### config.mk
export PLATFORM = sky130hd
export DESIGN_NAME = instr_queue
export DESIGN_NICKNAME = d
export VERILOG_FILES = /design/src/rtl/instr_queue.sv
export SDC_FILE = /design/constraint.sdc
export NUM_CORES = 1
export LEC_CHECK = 0
export BUFFER_PORTS_ARGS = -buffer_cell sky130_fd_sc_hd__buf_4
export CORE_ASPECT_RATIO = 0.7
export CORE_MARGIN = 2
export CORE_UTILIZATION = 45
export CTS_CLUSTER_SIZE = 25
export DETAILED_ROUTE_END_ITERATION = 10
export PLACE_DENSITY = 0.62
export SLEW_MARGIN = 20
export SYNTH_ARGS = -nofsm -noshare
export SYNTH_HDL_FRONTEND = slang
export SYNTH_SLANG_ARGS = --single-unit
### constraint.sdc
create_clock -name clk -period 12.75 [get_ports clk]
set_input_delay 2.55 -clock clk [delete_from_list [all_inputs] [get_ports clk]]
set_output_delay 2.55 -clock clk [all_outputs]
set_load 0.01 [all_outputs]
### src/rtl/instr_queue.sv
// Thumb prefetch queue: circular halfword buffer feeding decode, with BL
// prefix/suffix merging and a single-cycle branch flush.
module instr_queue #(
    parameter  int DEPTH = 4,
    localparam int CW    = $clog2(DEPTH) + 1,
    localparam int PW    = $clog2(DEPTH)
) (
    input  logic          clk,
    input  logic          reset,
    input  logic          flush,
    input  logic          in_valid,
    input  logic [31:0]   in_index,
    input  logic [15:0]   in_data,
    output logic          in_ready,
    output logic          out_valid,
    input  logic          out_ready,
    output logic [31:0]   out_instr,
    output logic [31:0]   out_index,
    output logic          out_pair,
    output logic [CW-1:0] count
);

    localparam logic [CW-1:0] FULL = CW'(DEPTH);

    logic [15:0]   data_q  [DEPTH];
    logic [31:0]   index_q [DEPTH];
    logic [PW-1:0] head_q, head_d;
    logic [PW-1:0] tail_q, tail_d;
    logic [CW-1:0] count_q, count_d;

    logic [PW-1:0] next_ptr;
    logic [15:0]   head_data, next_data;
    logic [31:0]   head_index, next_index;
    logic          head_prefix, pair_ok;
    logic          push, pop;
    logic [CW-1:0] pop_amt;

    assign next_ptr   = head_q + PW'(1);
    assign head_data  = data_q[head_q];
    assign next_data  = data_q[next_ptr];
    assign head_index = index_q[head_q];
    assign next_index = index_q[next_ptr];

    // A full queue always holds head+1, so a prefix at head can never stall forever.
    assign head_prefix = (count_q != '0) && (head_data[15:11] == 5'b11110);
    assign pair_ok     = head_prefix && (count_q >= CW'(2)) &&
                         (next_data[15:11] == 5'b11111) &&
                         (next_index == head_index + 32'd1);

    assign in_ready  = (count_q < FULL);
    assign out_valid = (count_q != '0) && !(head_prefix && (count_q == CW'(1)));
    assign out_pair  = out_valid && pair_ok;
    assign out_index = out_valid ? head_index : 32'd0;
    assign count     = count_q;

    always_comb begin
        out_instr = 32'd0;
        if (out_valid) begin
            out_instr = pair_ok ? {next_data, head_data} : {16'h0000, head_data};
        end
    end

    assign push    = in_valid && in_ready && !flush && !reset;
    assign pop     = out_valid && out_ready && !flush && !reset;
    assign pop_amt = pop ? (pair_ok ? CW'(2) : CW'(1)) : CW'(0);

    always_comb begin
        head_d  = head_q + pop_amt[PW-1:0];
        tail_d  = tail_q + (push ? PW'(1) : PW'(0));
        count_d = count_q + (push ? CW'(1) : CW'(0)) - pop_amt;
        if (flush) begin
            head_d  = '0;
            tail_d  = '0;
            count_d = '0;
        end
    end

    always_ff @(posedge clk) begin
        if (reset) begin
            head_q  <= '0;
            tail_q  <= '0;
            count_q <= '0;
        end else begin
            head_q  <= head_d;
            tail_q  <= tail_d;
            count_q <= count_d;
        end
    end

    always_ff @(posedge clk) begin
        if (push) begin
            data_q[tail_q]  <= in_data;
            index_q[tail_q] <= in_index;
        end
    end

endmodule

==> flow_summary.toml, run 1 <==
[run_status]
status = "finished clean"

[setup_path]
crit_required_ps = 10200
max_stage_delay_ps = 890
crit_family = "simple AND/OR/NAND/NOR gates"
slowest_stage = "buf_4"
start_kind = "flop"
path_class = "flop to output port"
critPathCaptureType = "output port"
critPathMaxFanout = 72
critical_path.cell_chain = "buf_4 > mux4_2 > nand4_1 > nor2_2 > nand4_1 > a2111o_1 > a22oi_1 > nand4_4 > nor2b_1 > buf_4"
cp_num_buf_inv = 2
crit_arrival_ps = 4630

[placement]
preCtsSetupSlack_ps = 5965
place.port_buffers = 122
finalWeightedCongestion = 0.7912
place.detailed.hpwl_um = 17580

[route]
drtAntennaViolNets = 0
drt_pass1_iterations = 5
first_iter_violations = 594
drc = 0
viasPerCell = 5.851
wl_um = 25620
num_vias = 6840
wire_per_inst_um = 21.91

[pwr]
power_frac_seq = 0.560
pwr-share-comb = 0.056
p_per_area_nw_per_um2 = 102.3
swShare = 0.2116
p_switching_mw = 0.2744
clockPowerShare = 0.384
p_leak_nw = 4.305
vdd_drop_max_mv = 0.09185
internal_power_mw = 1.022
p_total_mw = 1.297

[clock_tree]
cts_hold_buf = 0
htree_levels = 4
cts_num_sinks = 199
cts_setup_buffers = 0
cts_root_buffer = "clkbuf_16"
tritoncts = "built"
ctsResizeCount = 0
cts_buffers = 17
clock_latency_ps = 440
clkTransAtPathRegs_ps = 70
cts_max_path_buffers = 2

[sta]
setup_ws_ps = 5574
grt_setup_unrepaired = "false"
fin_worst_skew_ps = 6.917
finalCritPeriodShare = 0.5628
slew_headroom = 0.2856
slew_viol_final = 0
worst_slew_pin_slew_ps = 1072
fin_setup_tns_ps = 0
setup_viol = 0
finalHoldViolCount = 0
fmax_mhz = 139.4
min_period_ps = 7176
holdWs_ps = 622.4

[yosys]
synth_top_area_share = 0.5251
avgSynthCellArea_um2 = 15.10
ys_seq_area_frac = 0.5379
synthTopCellsByArea = "edfxtp_1 53%, mux4_2 16%, xnor2_1 4.9%"
synth.largest_area_cell = "edfxtp_1"
synthCells = 727
async_flop_share = 0
synth-seq-cells = 199
yosys_most_used_dff = "edfxtp_1"
netlist_area_um2 = 10980
ys_warn_count = 0
synthTopCellsByCount = "192 x edfxtp_1, 79 x mux4_2, 61 x xnor2_1"
syn_nets = 785
synth_most_common_cell = "edfxtp_1"
synth_enable_flop_cells = 192
synth.distinct_cells = 62

[die]
die_y_um = 134.7
initial_core_util = 0.4610
placementRows = 47
die_w_um = 190.7
io_pins = 123
core_region_area_um2 = 23820
dieArea_um2 = 25680

[layout]
nFillCells = 1967
nNetsFinal = 897
syn_to_final_growth_pct = 15.50
drive_gt1_frac = 0.3008
diodes = 0

[global_route]
track_usage = 0.2063
grt_pass1_wl_um = 39850
grt-ovfl-total = 0
first_global_vias = 7118
antenna_found_initial = 0
grt_max_degree = 73

[job]
cap_violations = 0

[min_path]
holdCritPathClass = "flop to flop"
==> path summary, 6_finish.rpt <==
path              cells past startpoint            startpoint              endpoint  slack [ps]
hold reg to reg                       2  tail_q[1]$_SDFF_PP0_  tail_q[1]$_SDFF_PP0_         620
hold / removal                        2  tail_q[1]$_SDFF_PP0_  tail_q[1]$_SDFF_PP0_         620
setup reg to reg                     14  head_q[0]$_SDFF_PP0_   count[2]$_SDFF_PP0_        7290
setup / recovery                     10  head_q[0]$_SDFF_PP0_         out_instr[24]        5570
==> sequential cells by signal, indices dropped and copies added, names as in the netlist <==
name / count
tail_q: 2
count: 3
index_q: 128
data_q: 64
head_q: 2
==> layer usage <==
metal | up-vias | track usage | routed length, um
met5 | - | 0 | 0
met3 | 16 | 0.04626 | 1453
met1 | 3556 | 0.2959 | 11860
met4 | 0 | 0.04091 | 152
met2 | 188 | 0.3269 | 12150
li1 | 3080 | - | -
==> logic make-up (layout without fill, tap and decap cells) <==
group,after synthesis,count (layout),synth area share
xor gates and xnor gates,109,109,0.08695
adders and majority gates,5,5,0.006382
muxes,121,121,0.2006
and+or+nand+nor,196,196,0.1089
buffers and inverters,49,173,0.02587
AOI/OAI and AO/OA,48,48,0.03339
DFF,199,199,0.5379
==> final cells by class <==
type                            count  area (um^2)  share of cell area
Tap cell                          318        397.9             0.03138
Clock buffer                       18        429.2             0.03384
Clock inverter                     13        105.1            0.008288
Timing Repair Buffer              131        983.4             0.07755
Sequential cell                   199         5913              0.4663
Multi-Input combinational cell    479         4811              0.3794
Inverter                           11        41.29            0.003256
==> layout by cell type, fill, tap and decap left out, types with 18 or more instances in the layout <==
cell type	netlist	final
nor2b_1	18	18
mux4_2	79	79
nand4_1	19	19
and2_1	58	58
xnor2_1	61	61
xor2_1	48	48
buf_4	6	131
edfxtp_1	192	192
nand2_1	21	21
mux2i_1	40	40
==> per-stage QoR <==
| stage | area [um^2] | utilization | cells |
|---|---|---|---|
| 2_1_floorplan | 10980 | - | 727 |
| 3_3_place_gp | 12150 | 0.5100 | 1138 |
| 3_5_place_dp | 12150 | 0.5100 | 1138 |
| 4_1_cts | 12680 | 0.5324 | 1169 |
| 5_1_grt | 12680 | 0.5324 | 1169 |
| 6_report | 12680 | 0.5324 | 1169 |
==> worst min-delay path, delay by kind of cell, from the launching register on <==
family	cells	cell delay (ps)
and+or+nand+nor	1	40
xor gates and xnor gates	1	160
DFF	1	390
==> power groups by stage <==
stage | Clock (mW) | Combinational [mW] | Sequential (mW)
floorplan | 0 | 0.0376 | 0.740
detailed placement | 0 | 0.0720 | 0.741
global route | 0.534 | 0.0784 | 0.726
finish | 0.498 | 0.0720 | 0.726
global placement | 0 | 0.0699 | 0.740
CTS | 0.507 | 0.0722 | 0.726
(Power assumes the default switching activity.)
==> run 2: changes to the inputs <==
--- a/config.mk
+++ b/config.mk
@@ -11,7 +11,7 @@
 export CORE_UTILIZATION = 45
 export CTS_CLUSTER_SIZE = 25
 export DETAILED_ROUTE_END_ITERATION = 10
-export PLACE_DENSITY = 0.62
+export PLACE_DENSITY = 0.64
 export SLEW_MARGIN = 20
 export SYNTH_ARGS = -nofsm -noshare
 export SYNTH_HDL_FRONTEND = slang
==> constraint.sdc (replaced) <==
create_clock -name clk -period 6 [get_ports clk]
set_input_delay 1.2 -clock clk [delete_from_list [all_inputs] [get_ports clk]]
set_output_delay 1.2 -clock clk [all_outputs]
set_load 0.01 [all_outputs]
==> run 2 against run 1 <==
Effect of this change: combinational power grew 110%; register-to-register slack worse by 6400 ps; non-clock buffer count up 6; total power rose by 120%; hold slack better by 32 ps; critical path depth stayed put; global-route usage rose by 0.34 points; critical endpoint is now out_instr[17]; largest power group unchanged.
==> flow_summary.toml, run 2 (synthesized netlist as in run 1, its figures left out) <==
[run_status]
status = "finished clean"

[layout]
drive_gt1_frac = 0.3112
utilization = 0.5369
nNetsFinal = 903
layout_commonest_cell = "edfxtp_1"
diodes = 0
largest_reg_flops = 128
syn_to_final_growth_pct = 16.47
layout_common_cells = "192 x edfxtp_1, 134 x buf_4, 79 x mux4_2"
final_cells = 1176
largest_register = "index_q"

[clock_tree]
cts_max_path_buffers = 2
cts_setup_buffers = 0
cts_hold_buf = 0
clock_latency_ps = 450
cts_num_sinks = 199
ctsResizeCount = 0
cts_buffers = 17
tritoncts = "built"
htree_levels = 4
cts_root_buffer = "clkbuf_16"
clkTransAtPathRegs_ps = 70

[setup_path]
path_class = "flop to output port"
crit_required_ps = 4800
critPathCaptureType = "output port"
critPathMaxFanout = 40
slowest_stage = "buf_4"
start_kind = "flop"
critical_path.cell_chain = "buf_4 > mux4_2 > and4_1 > nand2_1 > xor2_1 > a2111o_1 > a22oi_1 > nand4_4 > nor2b_1 > buf_4"
critPathLaunch = "head_q[1]$_SDFF_PP0_"
crit_top_cell = "buf_4"
cp_num_buf_inv = 2
max_stage_delay_ps = 660
crit_family = "simple AND/OR/NAND/NOR gates"
r2r_start = "head_q[1]$_SDFF_PP0_"
crit_arrival_ps = 4300

[die]
die_y_um = 134.7
io_pins = 123
placementRows = 47
core_region_area_um2 = 23820
initial_core_util = 0.4610
die_w_um = 190.7
dieArea_um2 = 25680

[global_route]
use_met3 = 0.04288
met1_usage = 0.3048
first_global_vias = 6962
grt-ovfl-total = 0
grt.busiest_layer = "met2"
grt_max_degree = 67
antenna_found_initial = 0
track_usage = 0.2097
met2_usage = 0.3263
grt_pass1_wl_um = 40140

[pwr]
vdd_drop_max_mv = 0.1952
p_per_area_nw_per_um2 = 218.5
p_leak_nw = 4.365

[sta]
min_period_ps = 5502
finalCritPeriodShare = 0.9170
grt_setup_unrepaired = "false"
fin_worst_skew_ps = 9.604
worst_slew_pin_slew_ps = 1033
fmax_mhz = 181.7
slew_headroom = 0.3115
setup_viol = 0
slew_viol_final = 0
fin_setup_tns_ps = 0
finalHoldViolCount = 0

[route]
wl_um = 26270
viasPerCell = 5.917
num_vias = 6958
drt_pass1_iterations = 5
drtAntennaViolNets = 0
wire_per_inst_um = 22.34
first_iter_violations = 642
drc = 0

[placement]
finalWeightedCongestion = 0.8718
place.port_buffers = 122
placed_cells = 1144
place.detailed.hpwl_um = 18450

[min_path]
holdCritPathClass = "flop to flop"
min_from = "tail_q[1]$_SDFF_PP0_"

[job]
cap_violations = 0
-- run 2: metal layers --
layer  routed length [um]  vias to the layer above
met5                    0                        -
met4                  274                        0
met3                 1942                       21
met2                12250                      281
met1                11810                     3572
li1                     -                     3084
-- run 2: final timing paths --
kind,slack [ps],endpoint,cells past startpoint
min,650,tail_q[1]$_SDFF_PP0_,2
max reg2reg,880,count[2]$_SDFF_PP0_,14
max,500,out_instr[17],10
min reg2reg,650,tail_q[1]$_SDFF_PP0_,2
-- run 2: layout make-up --
type	count	area, um^2
Multi-Input combinational cell	479	4811
Sequential cell	199	5913
Tap cell	318	397.9
Timing Repair Buffer	137	1066
Clock inverter	15	132.6
Inverter	11	41.29
Clock buffer	17	425.4
Fill cell	1946	11030
-- run 2: stage by stage --
stage | power, mW | setup slack [ps] | cell area, um^2 | hold WS, ps
2_1_floorplan | 1.652 | 691.4 | 10980 | 529.2
3_3_place_gp | 1.721 | 859.6 | 12190 | 584.7
3_5_place_dp | 1.728 | 820.5 | 12230 | 635.1
4_1_cts | 2.815 | 437.1 | 12790 | 648.8
5_1_grt | 2.886 | 237.2 | 12790 | 695.9
6_report | 2.793 | 497.9 | 12790 | 654.2
-- run 2: worst register-to-register path, cell delays in order, from the launching register on --
cell and delay, ps:
dfxtp_4 610, buf_4 660, mux4_2 700, and4_1 270
nand2_1 80, xor2_1 70, a2111o_1 470, a22oi_1 270
nand4_4 340, or3_1 430, ha_1 300, fa_1 440
xnor2_1 170, xnor2_1 130, nor2_1 50
-- run 2: where the power goes --
| group | switching [mW] | total (mW) | internal [mW] |
|---|---|---|---|
| sequential | 0.00988 | 1.54 | 1.53 |
| combinational | 0.0810 | 0.154 | 0.0729 |
| clock | 0.547 | 1.10 | 0.550 |
| total | 0.638 | 2.79 | 2.16 |
